===== src/rtl/ats_pkg.sv =====
// Shared ATS definitions used by the eligibility calculator and the release queue.
package ats_pkg;

    localparam int TIMESTAMP_WIDTH = 59;

    typedef enum logic [1:0] {
        ST_EMPTY   = 2'd0,
        ST_WAIT    = 2'd1,
        ST_PRESENT = 2'd2
    } ats_state_e;

    // True when now is at or past t on a wrapping time base (equality counts as reached)
    function automatic logic time_reached(
        input logic [TIMESTAMP_WIDTH-1:0] now,
        input logic [TIMESTAMP_WIDTH-1:0] t
    );
        logic [TIMESTAMP_WIDTH-1:0] diff;
        diff = now - t;
        return ~diff[TIMESTAMP_WIDTH-1];
    endfunction

endpackage


===== src/rtl/ats_eligibility_release_queue_if.sv =====
// Frame handshake between the eligibility calculator, the release queue and
// transmission selection. The queue itself connects through the slave modport.
interface ats_eligibility_release_queue_if #(
    parameter int TIMESTAMP_WIDTH = ats_pkg::TIMESTAMP_WIDTH,
    parameter int DESC_WIDTH      = 32
);
    logic                       in_valid;
    logic                       in_discard;
    logic [TIMESTAMP_WIDTH-1:0] in_eligible_time;
    logic [DESC_WIDTH-1:0]      in_desc;
    logic                       out_valid;
    logic                       out_ready;
    logic [DESC_WIDTH-1:0]      out_desc;
    logic [TIMESTAMP_WIDTH-1:0] out_eligible_time;

    modport master (
        output in_valid, in_discard, in_eligible_time, in_desc, out_ready,
        input  out_valid, out_desc, out_eligible_time
    );

    modport slave (
        input  in_valid, in_discard, in_eligible_time, in_desc, out_ready,
        output out_valid, out_desc, out_eligible_time
    );

endinterface


===== src/rtl/ats_desc_fifo.sv =====
// Synchronous descriptor FIFO with a combinational head read port; DEPTH must be
// a power of two so the pointers wrap naturally.
module ats_desc_fifo #(
    parameter int DEPTH = 16,
    parameter int WIDTH = 91
) (
    input  logic                    clk,
    input  logic                    reset,
    input  logic                    wr_en,
    input  logic [WIDTH-1:0]        wr_data,
    input  logic                    rd_en,
    output logic [WIDTH-1:0]        head_data,
    output logic [$clog2(DEPTH):0]  count,
    output logic                    full
);
    localparam int AW = $clog2(DEPTH);
    localparam int CW = AW + 1;
    localparam logic [CW-1:0] DEPTH_CNT = CW'(DEPTH);
    localparam logic [CW-1:0] CNT_ONE   = CW'(1);
    localparam logic [AW-1:0] PTR_ONE   = AW'(1);

    logic [WIDTH-1:0] mem_r [DEPTH];
    logic [AW-1:0]    wr_ptr_r;
    logic [AW-1:0]    rd_ptr_r;
    logic [CW-1:0]    count_r;
    logic             do_wr_s;
    logic             do_rd_s;

    assign full      = (count_r == DEPTH_CNT);
    assign do_wr_s   = wr_en & ~full;
    assign do_rd_s   = rd_en & (count_r != {CW{1'b0}});
    assign head_data = mem_r[rd_ptr_r];
    assign count     = count_r;

    // Storage array is left unreset so it maps onto distributed RAM
    always_ff @(posedge clk) begin
        if (do_wr_s) begin
            mem_r[wr_ptr_r] <= wr_data;
        end
    end

    // Pointers and occupancy
    always_ff @(posedge clk or negedge reset) begin
        if (!reset) begin
            wr_ptr_r <= '0;
            rd_ptr_r <= '0;
            count_r  <= '0;
        end else begin
            if (do_wr_s) begin
                wr_ptr_r <= wr_ptr_r + PTR_ONE;
            end
            if (do_rd_s) begin
                rd_ptr_r <= rd_ptr_r + PTR_ONE;
            end
            case ({do_wr_s, do_rd_s})
                2'b10:   count_r <= count_r + CNT_ONE;
                2'b01:   count_r <= count_r - CNT_ONE;
                default: count_r <= count_r;
            endcase
        end
    end

endmodule


===== src/rtl/ats_eligibility_release_queue.sv =====
// ATS eligibility release queue: holds descriptors in strict FIFO order and
// presents the head to transmission selection once local time reaches its eligibility time.
module ats_eligibility_release_queue #(
    parameter int DEPTH           = 16,
    parameter int TIMESTAMP_WIDTH = ats_pkg::TIMESTAMP_WIDTH,
    parameter int DESC_WIDTH      = 32
) (
    input  logic                          clk,
    input  logic                          reset,
    ats_eligibility_release_queue_if.slave bus,
    input  logic [TIMESTAMP_WIDTH-1:0]    current_time,
    output logic [$clog2(DEPTH):0]        fifo_count,
    output logic                          full,
    output logic [15:0]                   discard_count,
    output logic [15:0]                   overflow_count
);
    import ats_pkg::*;

    localparam int CW = $clog2(DEPTH) + 1;
    localparam int EW = TIMESTAMP_WIDTH + DESC_WIDTH;
    localparam logic [CW-1:0] CNT_ONE = CW'(1);

    ats_state_e                 state_r;
    ats_state_e                 state_nxt_s;
    logic [EW-1:0]              head_s;
    logic [TIMESTAMP_WIDTH-1:0] head_time_s;
    logic [DESC_WIDTH-1:0]      head_desc_s;
    logic [CW-1:0]              count_s;
    logic                       full_s;
    logic                       wr_s;
    logic                       pop_s;
    logic                       elig_s;
    logic                       load_s;
    logic                       disc_s;
    logic                       ovf_s;
    logic                       out_valid_r;
    logic [DESC_WIDTH-1:0]      out_desc_r;
    logic [TIMESTAMP_WIDTH-1:0] out_time_r;
    logic [15:0]                discard_count_r;
    logic [15:0]                overflow_count_r;

    // full is the start-of-cycle value, so a same-cycle pop never frees room for a write
    assign wr_s        = bus.in_valid & ~bus.in_discard & ~full_s;
    assign disc_s      = bus.in_valid & bus.in_discard;
    assign ovf_s       = bus.in_valid & ~bus.in_discard & full_s;
    assign pop_s       = out_valid_r & bus.out_ready;
    assign head_time_s = head_s[EW-1 -: TIMESTAMP_WIDTH];
    assign head_desc_s = head_s[DESC_WIDTH-1:0];
    assign elig_s      = time_reached(current_time, head_time_s);
    assign load_s      = (state_r == ST_WAIT) & elig_s;

    ats_desc_fifo #(
        .DEPTH (DEPTH),
        .WIDTH (EW)
    ) u_fifo (
        .clk       (clk),
        .reset     (reset),
        .wr_en     (wr_s),
        .wr_data   ({bus.in_eligible_time, bus.in_desc}),
        .rd_en     (pop_s),
        .head_data (head_s),
        .count     (count_s),
        .full      (full_s)
    );

    // Next-state: the head is only ever compared while waiting, so no entry overtakes it
    always_comb begin
        state_nxt_s = state_r;
        case (state_r)
            ST_EMPTY: begin
                if (wr_s) state_nxt_s = ST_WAIT;
                else      state_nxt_s = ST_EMPTY;
            end
            ST_WAIT: begin
                if (elig_s) state_nxt_s = ST_PRESENT;
                else        state_nxt_s = ST_WAIT;
            end
            ST_PRESENT: begin
                if (pop_s && (count_s == CNT_ONE) && !wr_s) state_nxt_s = ST_EMPTY;
                else if (pop_s)                             state_nxt_s = ST_WAIT;
                else                                        state_nxt_s = ST_PRESENT;
            end
            default: state_nxt_s = ST_EMPTY;
        endcase
    end

    // State, presented head snapshot and saturating drop counters
    always_ff @(posedge clk or negedge reset) begin
        if (!reset) begin
            state_r          <= ST_EMPTY;
            out_valid_r      <= 1'b0;
            out_desc_r       <= '0;
            out_time_r       <= '0;
            discard_count_r  <= 16'd0;
            overflow_count_r <= 16'd0;
        end else begin
            state_r     <= state_nxt_s;
            out_valid_r <= (state_nxt_s == ST_PRESENT);
            if (load_s) begin
                out_desc_r <= head_desc_s;
                out_time_r <= head_time_s;
            end
            if (disc_s && (discard_count_r != 16'hFFFF)) begin
                discard_count_r <= discard_count_r + 16'd1;
            end
            if (ovf_s && (overflow_count_r != 16'hFFFF)) begin
                overflow_count_r <= overflow_count_r + 16'd1;
            end
        end
    end

    assign bus.out_valid         = out_valid_r;
    assign bus.out_desc          = out_desc_r;
    assign bus.out_eligible_time = out_time_r;
    assign fifo_count            = count_s;
    assign full                  = full_s;
    assign discard_count         = discard_count_r;
    assign overflow_count        = overflow_count_r;

endmodule


===== src/flat_wrapper.sv =====
// flat-port wrapper written by rule: the top's interface ports become plain ports
module ats_eligibility_release_queue_flat import ats_pkg::*;
#(
    parameter int DEPTH           = 16,
    parameter int TIMESTAMP_WIDTH = ats_pkg::TIMESTAMP_WIDTH,
    parameter int DESC_WIDTH      = 32
)
  (clk, reset, current_time, fifo_count, full, discard_count, overflow_count, bus_in_valid, bus_in_discard, bus_in_eligible_time, bus_in_desc, bus_out_ready, bus_out_valid, bus_out_desc, bus_out_eligible_time);
  ats_eligibility_release_queue_if #(.TIMESTAMP_WIDTH(TIMESTAMP_WIDTH), .DESC_WIDTH(DESC_WIDTH)) bus_i ();
  input  logic clk;
  input  logic reset;
  input  logic [TIMESTAMP_WIDTH-1:0] current_time;
  output logic [$clog2(DEPTH):0] fifo_count;
  output logic full;
  output logic [15:0] discard_count;
  output logic [15:0] overflow_count;
  input wire logic [$bits(bus_i.in_valid)-1:0] bus_in_valid;
  input wire logic [$bits(bus_i.in_discard)-1:0] bus_in_discard;
  input wire logic [$bits(bus_i.in_eligible_time)-1:0] bus_in_eligible_time;
  input wire logic [$bits(bus_i.in_desc)-1:0] bus_in_desc;
  input wire logic [$bits(bus_i.out_ready)-1:0] bus_out_ready;
  output wire logic [$bits(bus_i.out_valid)-1:0] bus_out_valid;
  output wire logic [$bits(bus_i.out_desc)-1:0] bus_out_desc;
  output wire logic [$bits(bus_i.out_eligible_time)-1:0] bus_out_eligible_time;
  assign bus_i.in_valid = bus_in_valid;
  assign bus_i.in_discard = bus_in_discard;
  assign bus_i.in_eligible_time = bus_in_eligible_time;
  assign bus_i.in_desc = bus_in_desc;
  assign bus_i.out_ready = bus_out_ready;
  assign bus_out_valid = bus_i.out_valid;
  assign bus_out_desc = bus_i.out_desc;
  assign bus_out_eligible_time = bus_i.out_eligible_time;
  ats_eligibility_release_queue #(.DEPTH(DEPTH), .TIMESTAMP_WIDTH(TIMESTAMP_WIDTH), .DESC_WIDTH(DESC_WIDTH)) u_core (.clk(clk), .reset(reset), .bus(bus_i), .current_time(current_time), .fifo_count(fifo_count), .full(full), .discard_count(discard_count), .overflow_count(overflow_count));
endmodule

===== config.mk =====
export PLATFORM = sky130hd
export DESIGN_NAME = ats_eligibility_release_queue_flat
export DESIGN_NICKNAME = d
export VERILOG_FILES = /design/src/rtl/ats_pkg.sv /design/src/rtl/ats_eligibility_release_queue_if.sv /design/src/rtl/ats_desc_fifo.sv /design/src/rtl/ats_eligibility_release_queue.sv /design/src/flat_wrapper.sv
export SDC_FILE = /design/constraint.sdc
export NUM_CORES = 2
export LEC_CHECK = 0
export ABC_AREA = 1
export ABC_CLOCK_PERIOD_IN_PS = 5330
export BUFFER_PORTS_ARGS = -buffer_cell sky130_fd_sc_hd__buf_2
export CAP_MARGIN = 5
export CORE_MARGIN = 2
export CORE_UTILIZATION = 55
export CTS_CLUSTER_DIAMETER = 200
export DETAILED_ROUTE_END_ITERATION = 8
export PLACE_DENSITY = 0.75
export SETUP_SLACK_MARGIN = 0.2
export SLEW_MARGIN = 20
export SYNTH_ARGS = -nofsm -noshare
export SYNTH_HDL_FRONTEND = slang
export SYNTH_SLANG_ARGS = --single-unit

===== constraint.sdc =====
create_clock -name clk -period 5.33 [get_ports clk]
set_input_delay 1.599 -clock clk [delete_from_list [all_inputs] [get_ports clk]]
set_output_delay 1.599 -clock clk [all_outputs]
set_load 0.02 [all_outputs]

==> impl_metrics.json <==
{
  "status": "complete, no violations",
  "p_per_area_nw_per_um2": 550,
  "synth_edf_count": 1456,
  "drc": 0,
  "hold_viol": 0,
  "worst_slack_ns": 0.516,
  "rows": 124,
  "synth-compound-area-share": 0.114,
  "critPathMaxFanout": 92,
  "pre_cts_ws_ns": 0.339,
  "synthArstFlopShare": 0.0871,
  "min_path_type": "register to register",
  "critPathBufInv": 5,
  "multi_input_area_um2": 14500,
  "die_y_um": 344,
  "path_delay_family": "compound AO/OA/AOI/OAI gates",
  "grt_first_pass_wirelength_mm": 250,
  "core_um2": 114000,
  "crit_chain": "clkinv_8 -> buf_4 -> o21ai_0 -> o221ai_1 -> o211ai_1 -> nand2_1 -> inv_1 -> ha_1 -> a21oi_1 -> o21ai_0 -> a21oi_1 -> o211ai_1 -> a31oi_1 -> buf_4 -> nand3_4 -> buf_16 -> nand4_1 -> nand2_1",
  "required_ns": 6.03,
  "overflow": 0,
  "synth-seq-area-share": 0.744,
  "use_met2": 0.450,
  "grt.busiest_layer": "met2",
  "slew_headroom": 0.298,
  "synthFlopType": "edfxtp_1",
  "drt-vias-per-instance": 6.34,
  "vias": 42121,
  "synth_warnings": 0,
  "synth_top_family_by_area": "compound AO/OA/AOI/OAI gates",
  "cts_htree_levels": 4,
  "ant_nets": 0,
  "ioPinCount": 285,
  "synth_top_area_frac": 0.689,
  "final_nets": 5209,
  "drt_pre_antenna_iters": 6,
  "internal_power_mw": 24.4,
  "p_sw_frac": 0.381,
  "synthSimpleGateAreaFrac": 0.0930,
  "synth_fp_nets": 5019,
  "grt_usage": 0.282,
  "setup_viol": 0,
  "use_met3": 0.0574,
  "finalPower_mw": 39.4,
  "post-route-cell-area_um2": 71600,
  "numCtsBuffers": 154,
  "max_stage_delay_ns": 0.64,
  "syn-cell-area_um2": 63400,
  "insertion_delay_ns": 0.78,
  "cts.hold.buffers_added": 0,
  "antenna_found_initial": 31,
  "seqPwrFrac": 0.384,
  "start_util": 0.555,
  "finalWirelength_mm": 168,
  "clkTransAtPathRegs_ns": 0.06,
  "syn_to_final_growth_pct": 12.9,
  "synth_commonest_cells": "edfxtp_1, nor2_1, o21ai_0, nand2_1, clkbuf_1",
  "cts_sinks": 1595,
  "skew_ns": 0.0369,
  "muxShareOfSynthArea": 0.000178,
  "drv.max_cap_violation_count": 0,
  "criticalPathCategory": "register to register",
  "post_drt_wl_per_cell_um": 25.3,
  "crit_arrival_ns": 5.51,
  "fill_cells": 8126,
  "grt_pass1_vias": 40462,
  "period_needed_ns": 4.81,
  "comb_power_share": 0.349,
  "synth_cells": 4796,
  "fmax_ghz": 0.208,
  "pwr-share-clk": 0.268,
  "portBuffers": 284,
  "dieArea_um2": 118000,
  "syn_avg_cell_area_um2": 13.2,
  "ys_ff_latch": 1595,
  "cts_tree": "yes",
  "synth_area_leaders": "edfxtp_1, dfrtp_1, o21ai_0",
  "p_leak_nw": 25.0,
  "drive_above_1_share": 0.123,
  "p_sw_mw": 15.0,
  "yosysUniqueCellTypes": 38,
  "setup_tns_ns": 0,
  "dpl_cell_area_um2": 66700,
  "clock_path_buffers": 3,
  "synth.most_common_cell": "edfxtp_1",
  "drt_iter0_markers": 5716,
  "rsz0062_at_grt": "false",
  "start_kind": "register",
  "ir_worst_vdd_mv": 0.652,
  "root_buffer": "clkbuf_16",
  "period_share": 0.903,
  "maxSlewViolCount": 0,
  "gp_congestion": 0.808,
  "worst_pin_slew_ns": 1.05,
  "seqCellArea_um2": 47200,
  "met1_usage": 0.378,
  "cp-end-kind": "register",
  "grt_max_degree": 197,
  "synth-xor-area-share": 0.00539,
  "synth_top_cell_by_area": "edfxtp_1",
  "chipWidth_um": 344,
  "hpwl_mm": 84.6,
  "synthAdderAreaFrac": 0.0134,
  "crit_path_top_delay_cell": "dfrtp_4"
}
[registers in the layout, summed over array words and instances (netlist names)]
signal and count:
u_core.u_fifo.count 5, u_core.u_fifo.wr_ptr_r 4, u_core.bus.out_eligible_time 59, u_core.u_fifo.mem_r 1456
u_core.bus.out_desc 32, u_core.state_r 2, u_core.overflow_count 16, u_core.discard_count 16
u_core.u_fifo.rd_ptr_r 4, u_core.bus.out_valid 1
[cell families after synthesis]
kind of cell	after synthesis
AOI/OAI and AO/OA	1197
adders and majority gates	68
xor gates and xnor gates	39
and+or+nand+nor	1435
muxes	1
buffers and inverters	461
DFF	1595
[area by class of cell]
| class | count | area share |
|---|---|---|
| flip-flops and latches | 1595 | 0.659 |
| clock inverters | 83 | 0.0102 |
| well taps | 1512 | 0.0264 |
| inverters | 127 | 0.00704 |
| diodes | 16 | 0.000559 |
| multi-input cells | 2740 | 0.202 |
| clock buffers | 201 | 0.0580 |
| repair buffers | 368 | 0.0364 |
[per-layer routing]
metal,share of wire,up-vias
met2,0.48,2574
li1,-,18341
met4,0.036,22
met3,0.11,402
met1,0.38,20782
met5,0.00088,-
[final timing paths]
check	startpoint	to	slack, ns	depth (start not counted)
setup / recovery	u_core.u_fifo.rd_ptr_r[1]	u_core.bus.out_eligible_time[42]	0.52	18
hold / removal	u_core.bus.out_eligible_time[46]	u_core.bus.out_eligible_time[46]	0.47	2
setup reg to reg	u_core.u_fifo.rd_ptr_r[1]	u_core.bus.out_eligible_time[42]	0.52	18
hold reg to reg	u_core.bus.out_eligible_time[46]	u_core.bus.out_eligible_time[46]	0.47	2
max in group asynchronous	reset	u_core.bus.out_desc[10]	3.32	2
min in group asynchronous	reset	u_core.discard_count[14]	0.88	1
[cells in the final DEF (no fill, tap or decap), types with 123 or more instances in the layout]
cell,synthesis,final
buf_2,48,283
dfrtp_1,139,135
nand2_1,485,484
o21ai_0,677,677
edfxtp_1,1456,1456
nand3_1,132,131
o221ai_1,211,211
nand4_1,123,123
nor2_1,677,659
inv_1,124,123
clkbuf_16,0,156
[metrics by stage]
stage / instances / utilization / hold slack (ns)
CTS: 6625 / 0.626 / 0.469
floorplan: 4796 / - / 0.516
finish: 6642 / 0.626 / 0.465
global route: 6636 / 0.626 / 0.485
detailed placement: 6341 / 0.583 / 0.455
global placement: 6341 / 0.583 / 0.453
[repair_timing]
item                                    in CTS  in global routing
endpoints found under the setup margin       0                 93
buffers inserted                             0                  1
gates resized for setup                      0                  5
[power by group through the flow]
stage / Clock [mW] / Combinational, mW / Sequential [mW]
after floorplan: 0 / 8.40 / 15.7
after global placement: 0 / 13.0 / 15.4
after detailed placement: 0 / 13.4 / 15.4
after CTS: 10.6 / 13.5 / 15.1
after global routing: 11.1 / 14.9 / 15.2
final: 10.5 / 13.7 / 15.1
[worst reg2reg max path, stage by stage (launching register included)]
cell,delay (ns)
dfrtp_4,0.64
clkinv_8,0.31
buf_4,0.45
o21ai_0,0.17
o221ai_1,0.19
o211ai_1,0.11
nand2_1,0.14
inv_1,0.07
ha_1,0.30
a21oi_1,0.06
o21ai_0,0.19
a21oi_1,0.16
o211ai_1,0.42
a31oi_1,0.25
buf_4,0.22
nand3_4,0.12
buf_16,0.43
nand4_1,0.36
nand2_1,0.14
No activity file was read; power rests on OpenSTA's default activity.
